[config.mk]
export PLATFORM = sky130hd
export DESIGN_NAME = sistema_speed_miner
export DESIGN_NICKNAME = d
export VERILOG_FILES = /design/src/rtl/sistema_speed_miner.sv
export SDC_FILE = /design/constraint.sdc
export NUM_CORES = 2
export LEC_CHECK = 0
export BUFFER_PORTS_ARGS = -buffer_cell sky130_fd_sc_hd__buf_4
export CORE_MARGIN = 2
export CORE_UTILIZATION = 60
export DETAILED_ROUTE_END_ITERATION = 8
export GPL_TIMING_DRIVEN = 1
export PLACE_DENSITY_LB_ADDON = 0.25
export SLEW_MARGIN = 20
export SYNTH_ARGS = -nofsm -noshare
export SYNTH_HDL_FRONTEND = slang
export SYNTH_SLANG_ARGS = --single-unit
[constraint.sdc]
create_clock -name clk -period 3.5 [get_ports clk]
set_input_delay 0.35 -clock clk [delete_from_list [all_inputs] [get_ports clk]]
set_output_delay 0.35 -clock clk [all_outputs]
set_load 0.01 [all_outputs]
[src/rtl/sistema_speed_miner.sv]
// Micro-hash nonce search engine: one nonce per clock through a 32-round unrolled pipeline.
// Optional macro TARGET_ALL_BYTES_EN: when defined, H2 must also be below target for a hit.

package sistema_speed_miner_pkg;
  typedef struct packed {
    logic [31:0]      nonce;
    logic [7:0]       a;
    logic [7:0]       b;
    logic [7:0]       c;
    logic [15:0][7:0] w;   // sliding message window, w[0] = word used by this round
  } stage_t;
endpackage

module sistema_speed_miner_round
  import sistema_speed_miner_pkg::*;
#(
  parameter int RND = 0
) (
  input  logic   clk,
  input  logic   rst_n,
  input  logic   flush,
  input  logic   vld_i,
  input  stage_t st_i,
  output logic   vld_o,
  output stage_t st_o
);
  logic [7:0] k, x, nw;
  stage_t     nxt;

  always_comb begin
    k   = (RND <= 16) ? 8'h99 : 8'ha1;
    x   = (RND <= 16) ? (st_i.a ^ st_i.b) : (st_i.a ^ st_i.b ^ st_i.c);
    // next expanded word W[i+16] = W[i+13] | (W[i+7] ^ W[i+2])
    nw  = st_i.w[13] | (st_i.w[7] ^ st_i.w[2]);
    nxt = st_i;
    nxt.a = st_i.b ^ st_i.c;
    nxt.b = {st_i.c[3:0], 4'h0};
    nxt.c = x + k + st_i.w[0];
    nxt.w = {nw, st_i.w[15:1]};
  end

  always_ff @(posedge clk or negedge rst_n) begin
    if (!rst_n) begin
      vld_o <= 1'b0;
      st_o  <= '0;
    end else begin
      vld_o <= vld_i && !flush;
      st_o  <= nxt;
    end
  end
endmodule

module sistema_speed_miner
  import sistema_speed_miner_pkg::*;
#(
  parameter logic [31:0] NONCE_START = 32'h0000_0000
) (
  input  logic        clk,
  input  logic        rst_n,
  input  logic [95:0] payload,
  input  logic        active,
  input  logic [7:0]  target,
  output logic        terminado,
  output logic [31:0] nonceOut,
  output logic [23:0] hashOut
);
  localparam int ROUNDS = 32;

  logic              active_q;
  logic [95:0]       pay_l;
  logic [7:0]        tgt_l;
  logic [31:0]       cnt;
  logic              iss_vld;
  logic [31:0]       iss_nonce;
  logic              vld0;
  stage_t            st0_d, st0_q;
  logic [ROUNDS:0]   vld_pipe;
  stage_t            st [ROUNDS+1];
  logic [7:0]        h0, h1, h2;
  logic              hit, hit_now, flush, issue;

  assign hit_now = vld_pipe[ROUNDS] && hit && active && !terminado;
  assign flush   = !active || hit_now;
  assign issue   = active && !terminado && !hit_now;

  // issue slot: counter value captured here, payload/target latched on the active rise
  always_ff @(posedge clk or negedge rst_n) begin
    if (!rst_n) begin
      active_q  <= 1'b0;
      pay_l     <= '0;
      tgt_l     <= '0;
      cnt       <= NONCE_START;
      iss_vld   <= 1'b0;
      iss_nonce <= '0;
    end else begin
      active_q <= active;
      if (active && !active_q) begin
        pay_l <= payload;
        tgt_l <= target;
      end
      if (!active)    cnt <= NONCE_START;
      else if (issue) cnt <= cnt + 32'd1;
      iss_vld <= issue;
      if (issue) iss_nonce <= cnt;
    end
  end

  always_comb begin
    st0_d       = '0;
    st0_d.nonce = iss_nonce;
    st0_d.a     = 8'h01;
    st0_d.b     = 8'h89;
    st0_d.c     = 8'hfe;
    for (int j = 0; j < 12; j++) st0_d.w[j]    = pay_l[95-8*j -: 8];
    for (int j = 0; j < 4; j++)  st0_d.w[12+j] = iss_nonce[31-8*j -: 8];
  end

  always_ff @(posedge clk or negedge rst_n) begin
    if (!rst_n) begin
      vld0  <= 1'b0;
      st0_q <= '0;
    end else begin
      vld0  <= iss_vld && !flush;
      st0_q <= st0_d;
    end
  end

  assign vld_pipe[0] = vld0;
  assign st[0]       = st0_q;

  for (genvar s = 1; s <= ROUNDS; s++) begin : g_rnd
    sistema_speed_miner_round #(.RND(s-1)) u_rnd (
      .clk   (clk),
      .rst_n (rst_n),
      .flush (flush),
      .vld_i (vld_pipe[s-1]),
      .st_i  (st[s-1]),
      .vld_o (vld_pipe[s]),
      .st_o  (st[s])
    );
  end

  always_comb begin
    h0 = st[ROUNDS].a + 8'h01;
    h1 = st[ROUNDS].b + 8'h89;
    h2 = st[ROUNDS].c + 8'hfe;
`ifdef TARGET_ALL_BYTES_EN
    hit = (h0 < tgt_l) && (h1 < tgt_l) && (h2 < tgt_l);
`else
    hit = (h0 < tgt_l) && (h1 < tgt_l);
`endif
  end

  always_ff @(posedge clk or negedge rst_n) begin
    if (!rst_n) begin
      terminado <= 1'b0;
      nonceOut  <= '0;
      hashOut   <= '0;
    end else if (!active) begin
      terminado <= 1'b0;
    end else if (hit_now) begin
      terminado <= 1'b1;
      nonceOut  <= st[ROUNDS].nonce;
      hashOut   <= {h0, h1, h2};
    end
  end
endmodule

Word level (Yosys, flattened, before mapping)
Index checks and enable logic that the tools add are counted.

operators by class
  add/sub/neg operators = 68
  order comparisons = 2
  equality and inequality tests = 2
  mux-type cells = 4
  bitwise operators = 111
  reduce and logical (&&, ||, !) cells = 47

operators by type and width
  cell                   count
  $xor 8x8->8            94
  $add 8x8->8 const B    34
  $add 8x8->8            32
  $or 8x8->8             16
  $mux 32                2
  $logic_and 1x1->1      40
  $add 32x1->32 const B  1
  $lt 8x8->1             2
  $add 8x1->8 const B    1
  $xor 1x8->8            1
  $logic_not 1->1        5
  $ne 2x1->1 const B     2
  $mux 1                 2
  $reduce_and 2->1       1
  $logic_or 1x1->1       1

word-level totals
  register bits after elaboration = 5092
  output and inout port bits = 57
  word-level logic and storage cells = 800

Logic depth before layout (Yosys ltp)
  word-level depth = 10
  gate-level depth with buffers = 12

Hierarchy
From an unflattened synthesis, not the netlist that was laid out.

second synthesis, totals
  cells, all modules = 9447
  area total of the unflattened synthesis = 179329.5 um^2

by module, submodules not included
  module                                            times used  cells each  area an instance (um^2)
  sistema_speed_miner_round at g_rnd[10].u_rnd ...  17          268         5215.0
  sistema_speed_miner_round at g_rnd[18].u_rnd ...  15          263         5185.0
  sistema_speed_miner                               1           946         12899.9

Worst setup path before layout
OpenSTA, ideal clock, no wires.

  kind = reg-to-reg
  from = register g_rnd[32].u_rnd.st_o[144] in the netlist's numbering
  to = register iss_nonce[10]
  setup time = 125 ps
  arrival = 2533 ps
  slack = 842 ps
  cell stages (with the launch flop) = 12
  buffers on the path = 2
  path through = dfrtp_1 -> ha_1 -> and3_1 -> xor2_1 -> ha_1 -> o21a_1 -> o211ai_1 -> a31o_1 -> buf_6 -> a21oi_2 -> buf_2 -> mux2_2

between the ends
  longest elaborated chain between the ends = 8

ends and longest elaborated chain
  what                            RTL line  RTL
  from (decl)                     25        output stage_t st_o
  from (signal assigned)          48        st_o <= nxt;
  $add 8x1->8                     144       h0 = st[ROUNDS].a + 8'h01;
  net h0[4]                       79        logic [7:0] h0, h1, h2;
  $lt 8x8->1                      150       hit = (h0 < tgt_l) && (h1 < tgt_l);
  $logic_and 1x1->1               150
  $logic_and 1x1->1 (3 in a row)  82        assign hit_now = vld_pipe[ROUNDS] && hit && active && !terminado;
  $logic_not 1->1                 84        assign issue = active && !terminado && !hit_now;
  $logic_and 1x1->1               84
  to (signal assigned)            104       if (issue) iss_nonce <= cnt;
  to (decl)                       74        logic [31:0] iss_nonce;

The timed path passes the listed nets, and every way through them passes these cells.
A chain may end at the register's enable or synchronous reset.

Final worst setup path
  from = register g_rnd[32].u_rnd.st_o[146] in the netlist's numbering
  to = register cnt[14]

between the ends
  longest elaborated chain between the ends = 9

ends and longest elaborated chain
  what                            RTL line  RTL
  $add 8x1->8                     144
  net h0[7]                       79
  $lt 8x8->1                      150
  $logic_and 1x1->1               150
  $logic_and 1x1->1 (3 in a row)  82
  $logic_not 1->1                 84
  $logic_and 1x1->1               84
  $ne 2x1->1 (no source line)     -
  to (signal assigned)            102       else if (issue) cnt <= cnt + 32'd1;
  to (decl)                       72        logic [31:0] cnt;

The timed path passes the listed nets, and every way through them passes these cells.

==> impl_metrics.ini <==
[timing]
finalMaxSlewViolations = 0
worstMarginPinSlew_ns = 0.907
rsz0062_at_grt = false
setup_viol = 0
layout_min_cycle_time_ns = 3.27
period_share_pct = 93.3
tns_ns = 0
final_hold_viol_count = 0
fmax_mhz = 306
clock_skew_ns = 0.0581
slew_headroom_pct = 39.6

[setup_path]
setup.worst_path.start = g_rnd[32].u_rnd.st_o[146]
cp_num_buf_inv = 2
crit_chain = and4_1 -> nand4_1 -> xnor2_1 -> ha_1 -> a211oi_1 -> nand4_1 -> a31oi_4 -> buf_4 -> buf_6 -> a2111oi_0 -> o211a_1
slowest_delay_ns = 0.48
crit_top_cell = nand4_1
endpoint_kind = flip-flop
crit_type = reg2reg
worstSetupStartpointType = flip-flop
cp_max_fo = 32
cp.required_ns = 4.37
cp_top_family = compound AO/OA/AOI/OAI gates
slowest_stage = dfrtp_1
r2r_start = g_rnd[32].u_rnd.st_o[146]
arrival_ns = 4.14

[logic_synthesis]
synth_ff_type = dfrtp_1
synth_top_family_by_area = adder cells
synth_area_leaders = dfrtp_1, ha_1, xnor2_1
async_flop_share_pct = 100
synth_edf_count = 0
synth_most_common_cell = dfrtp_1
synth_commonest_cells = dfrtp_1, ha_1, xnor2_1, inv_1, xor2_1
synth_area_per_cell_um2 = 19.2
synthesis.instances = 6849
synthMuxAreaShare_pct = 1.78
synth_top_area_share_pct = 85.4
yosysTopAreaCell = dfrtp_1
synth_seq_area_share_pct = 85.4
synthAdderAreaFrac_pct = 4.44
synth-xor-area-share_pct = 4.42
yosys.area_share.simple_pct = 1.59
yosysUniqueCellTypes = 53
syn-cell-area_um2 = 132000
yosysWarnings = 0
synth_seq_cells = 4491
synth_compound_area_share_pct = 1.30

[min_path]
min_from = payload[54]
hold_path.class = in2reg

[flow_run]
drv_cap = 0

[pwr]
combPwrFrac_pct = 22.9
power.share.clock_pct = 32.0
p_sw_share_pct = 30.2
pwr_density_cell_nw_per_um2 = 967
p_seq_share_pct = 45.2
p_int_mw = 103
p_switching_mw = 44.6
p_leak_nw = 69.7
ir_worst_vdd_mv = 0.768

[floorplan]
initial_core_util_pct = 60.5
io_pins = 164
core_area_um2 = 218000
die_w_um = 472
die_area_um2 = 223000
row_count = 171
die_h_um = 472

[cts]
cts_tree = built
htreeDepth = 5
cts.clk_slew.worst_paths_ns = 0.06
clkLatencyLatePin_ns = 1.00
cts.sinks = 4491
cts_buffers = 425
cts_root_buffer = clkbuf_16
clk_path_buf_depth = 4

[global_route]
grt_max_degree = 164
grt_pass1_vias = 67658
grt_usage_pct = 26.6
antenna_found_initial = 7
grt_pass1_wl_mm = 435
grt-ovfl-total = 0

[finish]
utilization_pct = 70.2
drive_above_1_share_pct = 14.4
syn2layout_area_growth_pct = 16.0
fin_area_um2 = 153000
fillCellCount = 11650
final_nets = 8144

[drt]
ant_nets = 0
wl_per_cell_um = 25.9
num_vias = 56336
drc = 0
drtIter0Drc = 4123
drt-total-wl_mm = 280
viasPerCell = 5.23
first_pass_iters = 7

[placement]
io_buffer_count = 161
dpl_cell_area_um2 = 137000
gp_congestion = 0.829
dpl.hpwl_mm = 142

[run_status]
status = finished, final reports clean
[metrics by stage]
stage,std cells,worst slack (ns),hold slack [ns],power (mW)
floorplan,6850,0.842,0.0544,87.2
global placement,9907,0.130,0.283,94.1
detailed placement,9907,0.0789,0.279,96.1
CTS,10772,0.0261,0.0505,148
global route,10775,0.0609,0.0756,154
finish,10775,0.233,0.119,148
[kinds of logic (layout without fill, tap and decap cells)]
kind of cell,after synthesis,after routing
fa+ha+maj,449,449
mux,212,212
simple gates,392,392
compound gates,273,273
other cells,2,5
flops,4491,4491
buf+inv,366,1435
xor+xnor,664,664
[repair_timing]
| action | CTS | global route |
|---|---|---|
| gates resized for setup | 0 | 1 |
| hold buffers | 107 | 0 |
| endpoints found under the hold margin | 1649 | 0 |
| setup endpoints to repair | 0 | 8 |
| buffers inserted | 0 | 0 |
[final timing paths]
kind / slack [ns] / cells past startpoint / endpoint
max: 0.23 / 11 / cnt[14]
min reg2reg: 0.31 / 0 / g_rnd[15].u_rnd.st_o[67]
min in group asynchronous: 0.17 / 3 / g_rnd[24].u_rnd.st_o[164]
max in group asynchronous: 2.08 / 4 / g_rnd[11].u_rnd.st_o[147]
max reg2reg: 0.23 / 11 / cnt[14]
min: 0.12 / 3 / pay_l[54]
[worst register-to-register path, stage by stage, from the launching register on]
cell       delay, ns
dfrtp_1         0.48
and4_1          0.26
nand4_1         0.13
xnor2_1         0.24
ha_1            0.29
a211oi_1        0.29
nand4_1         0.21
a31oi_4         0.22
buf_4           0.28
buf_6           0.37
a2111oi_0       0.18
o211a_1         0.24
[final cells by class]
cell class / instances / area, um^2 / share of cell area [%]
clock inverters: 156 / 1810 / 1.18
well taps: 2854 / 3570 / 2.34
inverters: 315 / 1180 / 0.774
flip-flops and latches: 4491 / 112000 / 73.6
diodes: 2 / 5.00 / 0.00328
repair buffers: 362 / 3460 / 2.26
multi-input cells: 1993 / 17800 / 11.7
clock buffers: 602 / 12400 / 8.13
[power by group through the flow]
stage | Clock, mW | Combinational (mW) | Sequential [mW]
floorplan | 0 | 22.5 | 64.7
global placement | 0 | 27.8 | 66.3
detailed placement | 0 | 29.2 | 66.9
CTS | 48.1 | 33.6 | 66.8
global route | 50.4 | 36.7 | 67.3
finish | 47.2 | 33.7 | 66.7
[sequential cells by signal, indices dropped and copies added, names as in the netlist]
name               count
active_q               1
cnt                   32
g_rnd.u_rnd.st_o    4105
g_rnd.u_rnd.vld_o     32
hashOut               21
iss_nonce             32
iss_vld                1
nonceOut              32
pay_l                 96
st                   129
terminado              1
tgt_l                  8
vld0                   1
[metal layers]
layer  vias to the layer above  global-route usage (%)  share of wire, %
li1                      23282                       -                 -
met1                     30607                    29.8                34
met2                      1606                    47.5                55
met3                       835                    4.57               3.9
met4                         6                    16.0               7.1
met5                         -                       0             0.013
[cell usage in the layout, fill, tap and decap left out, types with 12 or more instances in the layout]
master         instances
mux2_2               179
nand2_1               86
dlygate4sd3_1        106
inv_1                315
mux2i_1               33
nor2_1                64
clkbuf_16            428
bufinv_16             35
dfrtp_1             4491
fa_1                  31
a21oi_1              135
xnor2_1              369
o21bai_1              31
clkbuf_8             105
o21ai_0               39
a21o_1                33
buf_12                34
and3_1                37
buf_4                218
clkbuf_1              69
xor2_1               295
clkinv_2              87
nand2b_1             159
clkinvlp_4            12
ha_1                 418
Note: power is estimated with default switching activity, not from simulation.
